===== config.mk =====
export PLATFORM = sky130hd
export DESIGN_NAME = next_pc_seq
export DESIGN_NICKNAME = d
export VERILOG_FILES = /design/src/rtl/next_pc_seq_pkg.sv /design/src/rtl/next_pc_seq.sv
export SDC_FILE = /design/constraint.sdc
export NUM_CORES = 1
export LEC_CHECK = 0
export BUFFER_PORTS_ARGS = -buffer_cell sky130_fd_sc_hd__clkbuf_2
export CAP_MARGIN = 25
export CELL_PAD_IN_SITES_DETAIL_PLACEMENT = 0
export CELL_PAD_IN_SITES_GLOBAL_PLACEMENT = 2
export CORE_MARGIN = 10
export CORE_UTILIZATION = 24
export DETAILED_ROUTE_END_ITERATION = 16
export HOLD_SLACK_MARGIN = 0.08
export PLACE_DENSITY = 0.84
export REMOVE_ABC_BUFFERS = 1
export SKIP_CTS_REPAIR_TIMING = 1
export SLEW_MARGIN = 20
export SYNTH_ARGS = -nofsm -noshare
export SYNTH_HDL_FRONTEND = slang
export SYNTH_SLANG_ARGS = --single-unit

===== constraint.sdc =====
create_clock -name clk -period 4.02 [get_ports clk]
set_clock_uncertainty 0.2 [all_clocks]
set_input_delay 0.804 -clock clk [delete_from_list [all_inputs] [get_ports clk]]
set_output_delay 0.804 -clock clk [all_outputs]
set_load 0.05 [all_outputs]

===== src/rtl/next_pc_seq_pkg.sv =====
// Shared CPU definitions: sequencer state encoding, PC width and reset vector.
// Latency: n/a (types and constants only).
// Backpressure: n/a.
package next_pc_seq_pkg;

   localparam int              PC_WIDTH  = 8;
   localparam logic [PC_WIDTH-1:0] RESET_VEC = 8'h00;

   typedef enum logic [1:0] {
      ST_IDLE   = 2'd0,
      ST_FETCH  = 2'd1,
      ST_BRANCH = 2'd2,
      ST_HALT   = 2'd3
   } seq_state_t;

endpackage


===== src/rtl/next_pc_seq.sv =====
// Next-PC sequencer: steps the fetch address, takes branches via an external 2:1 mux, halts/resumes.
// Latency: pc updates one edge after an accepted fetch; a branch costs exactly one bubble cycle.
// Backpressure: fetch_ready=0 holds pc while fetch_valid stays high in FETCH.
//
// Ports:
//   clk, rst_n          rising-edge clock, synchronous active-low reset
//   start, halt_req     begin/resume fetching, request halt
//   br_valid, br_target branch request and destination (only looked at in FETCH)
//   fetch_ready         consumer accepts the current pc
//   mux_y               next-PC value from the external mux (sel ? br_tgt_q : pc_inc)
//   pc, pc_inc          registered fetch address and its +1 (mux input A)
//   br_tgt_q, sel       captured branch target (mux input B) and mux select
//   fetch_valid, halted status decoded from the state register
module next_pc_seq
   import next_pc_seq_pkg::*;
#(
   parameter int              PC_W     = PC_WIDTH,
   parameter logic [PC_W-1:0] RESET_PC = RESET_VEC
) (
   input  logic            clk,
   input  logic            rst_n,
   input  logic            start,
   input  logic            halt_req,
   input  logic            br_valid,
   input  logic [PC_W-1:0] br_target,
   input  logic            fetch_ready,
   input  logic [PC_W-1:0] mux_y,
   output logic [PC_W-1:0] pc,
   output logic [PC_W-1:0] pc_inc,
   output logic [PC_W-1:0] br_tgt_q,
   output logic            sel,
   output logic            fetch_valid,
   output logic            halted
);

   seq_state_t      state_q, state_d;
   logic [PC_W-1:0] pc_q, pc_d;
   logic [PC_W-1:0] br_tgt_d;

   // State and datapath registers
   always_ff @(posedge clk) begin
      if (!rst_n) begin
         state_q  <= ST_IDLE;
         pc_q     <= RESET_PC;
         br_tgt_q <= '0;
      end else begin
         state_q  <= state_d;
         pc_q     <= pc_d;
         br_tgt_q <= br_tgt_d;
      end
   end

   // Next-state and next-PC selection
   always_comb begin
      state_d  = state_q;
      pc_d     = pc_q;
      br_tgt_d = br_tgt_q;
      unique case (state_q)
         ST_IDLE: begin
            if (start) state_d = ST_FETCH;
         end
         ST_FETCH: begin
            // halt beats branch beats advance; a branch never advances pc
            if (halt_req) begin
               state_d = ST_HALT;
            end else if (br_valid) begin
               state_d  = ST_BRANCH;
               br_tgt_d = br_target;
            end else if (fetch_ready) begin
               pc_d = mux_y;
            end
         end
         ST_BRANCH: begin
            // halt abandons the branch with pc untouched
            if (halt_req) begin
               state_d = ST_HALT;
            end else begin
               state_d = ST_FETCH;
               pc_d    = mux_y;
            end
         end
         ST_HALT: begin
            if (start && !halt_req) state_d = ST_FETCH;
         end
         default: state_d = ST_IDLE;
      endcase
   end

   // Outputs are pure decodes of the registered state
   always_comb begin
      sel         = (state_q == ST_BRANCH);
      fetch_valid = (state_q == ST_FETCH);
      halted      = (state_q == ST_HALT);
      pc          = pc_q;
      pc_inc      = pc_q + PC_W'(1);
   end

endmodule


==> run metrics <==
Initial Util=0.2547; VDD IR-drop max=330.3 µV; DR vias/cell=4.162; Top Family by Delay on Critical Path=flip-flops; # rows=22; top-count cell post-synth=nand2_1; Seq/Total Area, Yosys=0.3780; GRT Util Overall=0.06848; setup TNS=0 ns; CTS Buf Count=3; crit path capture type=primary output; Die ar.=6894 µm²; slowest CP cell=dfxtp_1; area leader, netlist=dfxtp_1; Total Nets Final=178; core area=3744 µm²; Main synth FF type=dfxtp_1; first-pass GRT wire length=4050 µm; CTS tree=built; crit path max fanout=6; CP Cell Sequence=ha_1 > nand3_1 > nor2_1 > xor2_1 > clkbuf_2; DIE WIDTH=83.03 µm; area grow syn2layout=35.56%; drc violations=0; Synth Register Bits=18; Commonest cells post-synth=nand2_1 (20), mux2i_1 (19), dfxtp_1 (18); average wire per standard cell=12.35 µm; crit path DAT=1.59 ns; Final ANT Viol Nets=0; EDFF count, synth=0; CTS Buffer Depth=2; startpoint class of the critical path=flip-flop; Post-Syn Instances=101; initial antenna violation count=0; CP Data Required Time=3.02 ns; vias=820; static leakage=0.6543 nW; Final Hold Vio Count=0; number of library cell types mapped by synthesis=24; Hold Slack=0.2994 ns; final wirelength=2433 µm; Post-Syn Area=953.4 µm²; top cells by area, synth=dfxtp_1 (38%), mux2i_1 (20%), ha_1 (7.9%); Max-cap violations=0; fin util=0.3453; Power Dens Cells=586.6 nW/µm²; port bufs=48; run status=completed; Worst Max-Slew Pin Slew=0.5724 ns; share of cells above drive strength 1=0.3758; Pre-antenna DRT Iters=3; Avg Cell Area, Syn=9.440 µm²; Buf/Inv on CP=1; Slew HR=0.6172; Slew Limit Fails=0; largest net degree at the start of global routing=29; RSZ-0062 raised after global routing=no; Ys Warns=0; Tmin final=2.595 ns; FFs w/ async S/R, synth=0; grt total ovfl=0; type of the tightest min-delay check=flip-flop to flip-flop; vias in the first global route=888; Worst Setup Path Type=flip-flop to primary output; Critical Path Max Stage Delay=0.41 ns; Die H=83.03 µm; initial DRC count=10; CTS root buf=clkbuf_8; later-pin clock latency in the skew report=0.25 ns; ratio of final minimum period to clock period=0.6456; setup violators final=0; fmax=385.3 MHz; CTS clk-pin slew, worst paths=0.07 ns; ant diodes=0; routability cong.=0.7484; HPWL Detailed=1989 µm; Yosys top cell area share=0.3780; CTS HTree Levels=1; I/O pins=49; clk sinks=18
-- final cells by class --
class	count	area, µm²
Fill cell	416	2451
Sequential cell	18	360.3
Timing Repair Buffer	48	240.2
Clock buffer	4	55.05
Tap cell	48	60.06
Multi-Input combinational cell	76	565.5
Inverter	3	11.26
-- registers in the layout (all words and copies together), names as in the netlist --
register  flops
pc            8
state_q       2
br_tgt_q      8
-- layout by cell type (no fill, tap or decap), drive strengths merged --
cell type	netlist	layout
a211oi	1	1
a21o	1	1
a221oi	1	1
and2	2	2
and3	1	1
clkbuf	3	52
dfxtp	18	18
ha	6	6
inv	3	3
mux2i	19	19
nand2	20	20
nand2b	1	1
nand3	3	3
nand3b	1	1
nand4	1	1
nor2	2	2
nor2b	8	8
o21a	1	1
o21ai	1	1
o21ba	1	1
xnor2	4	4
xor2	2	2
-- per-layer routing --
metal / track usage / up-vias / share of wire
met4: 0.01385 / 0 / 0.0045
li1: - / 430 / -
met3: 0.05078 / 2 / 0.12
met5: 0 / - / 0
met2: 0.1013 / 35 / 0.40
met1: 0.07722 / 353 / 0.47
-- cells by family (layout without fill, tap and decap cells) --
kind of cell	after synthesis	in the layout	share of synthesized area
xor gates and xnor gates	6	6	0.05512
muxes	19	19	0.1995
buffers and inverters	7	55	0.02886
DFF	18	18	0.3780
adders and majority gates	6	6	0.07874
and+or+nand+nor	39	39	0.1969
AOI/OAI and AO/OA	6	6	0.06299
-- metrics by stage --
step | setup WS, ns | instances | area, µm² | power [W]
2_1_floorplan | 1.023 | 97 | 937.1 | 0.0005363
3_3_place_gp | 1.723 | 193 | 1237 | 0.0006174
3_5_place_dp | 1.696 | 193 | 1237 | 0.0006206
4_1_cts | 1.400 | 197 | 1292 | 0.0007724
5_1_grt | 1.281 | 197 | 1292 | 0.0008091
6_report | 1.425 | 197 | 1292 | 0.0007582
-- power by group --
part           internal (W)  switching (W)
Sequential         0.000207      0.0000320
Clock             0.0000869      0.0000595
Combinational      0.000114       0.000259
Total              0.000408       0.000350
-- worst paths after layout --
check / start / to / slack (ns) / cells past startpoint
worst max-delay path: pc[0] / pc_inc[6] / 1.42 / 5
worst min-delay path: pc[7] / pc[7] / 0.30 / 2
worst max register to register: state_q[1] / pc[0] / 2.12 / 5
worst min register to register: pc[7] / pc[7] / 0.30 / 2
-- worst reg2reg max path: stages (launching register included) --
cell and delay (ns):
dfxtp_1 0.38, inv_1 0.10, ha_1 0.24, mux2i_1 0.17, a211oi_4 0.49, mux2i_1 0.25
Power figures use the tool's default switching activity.
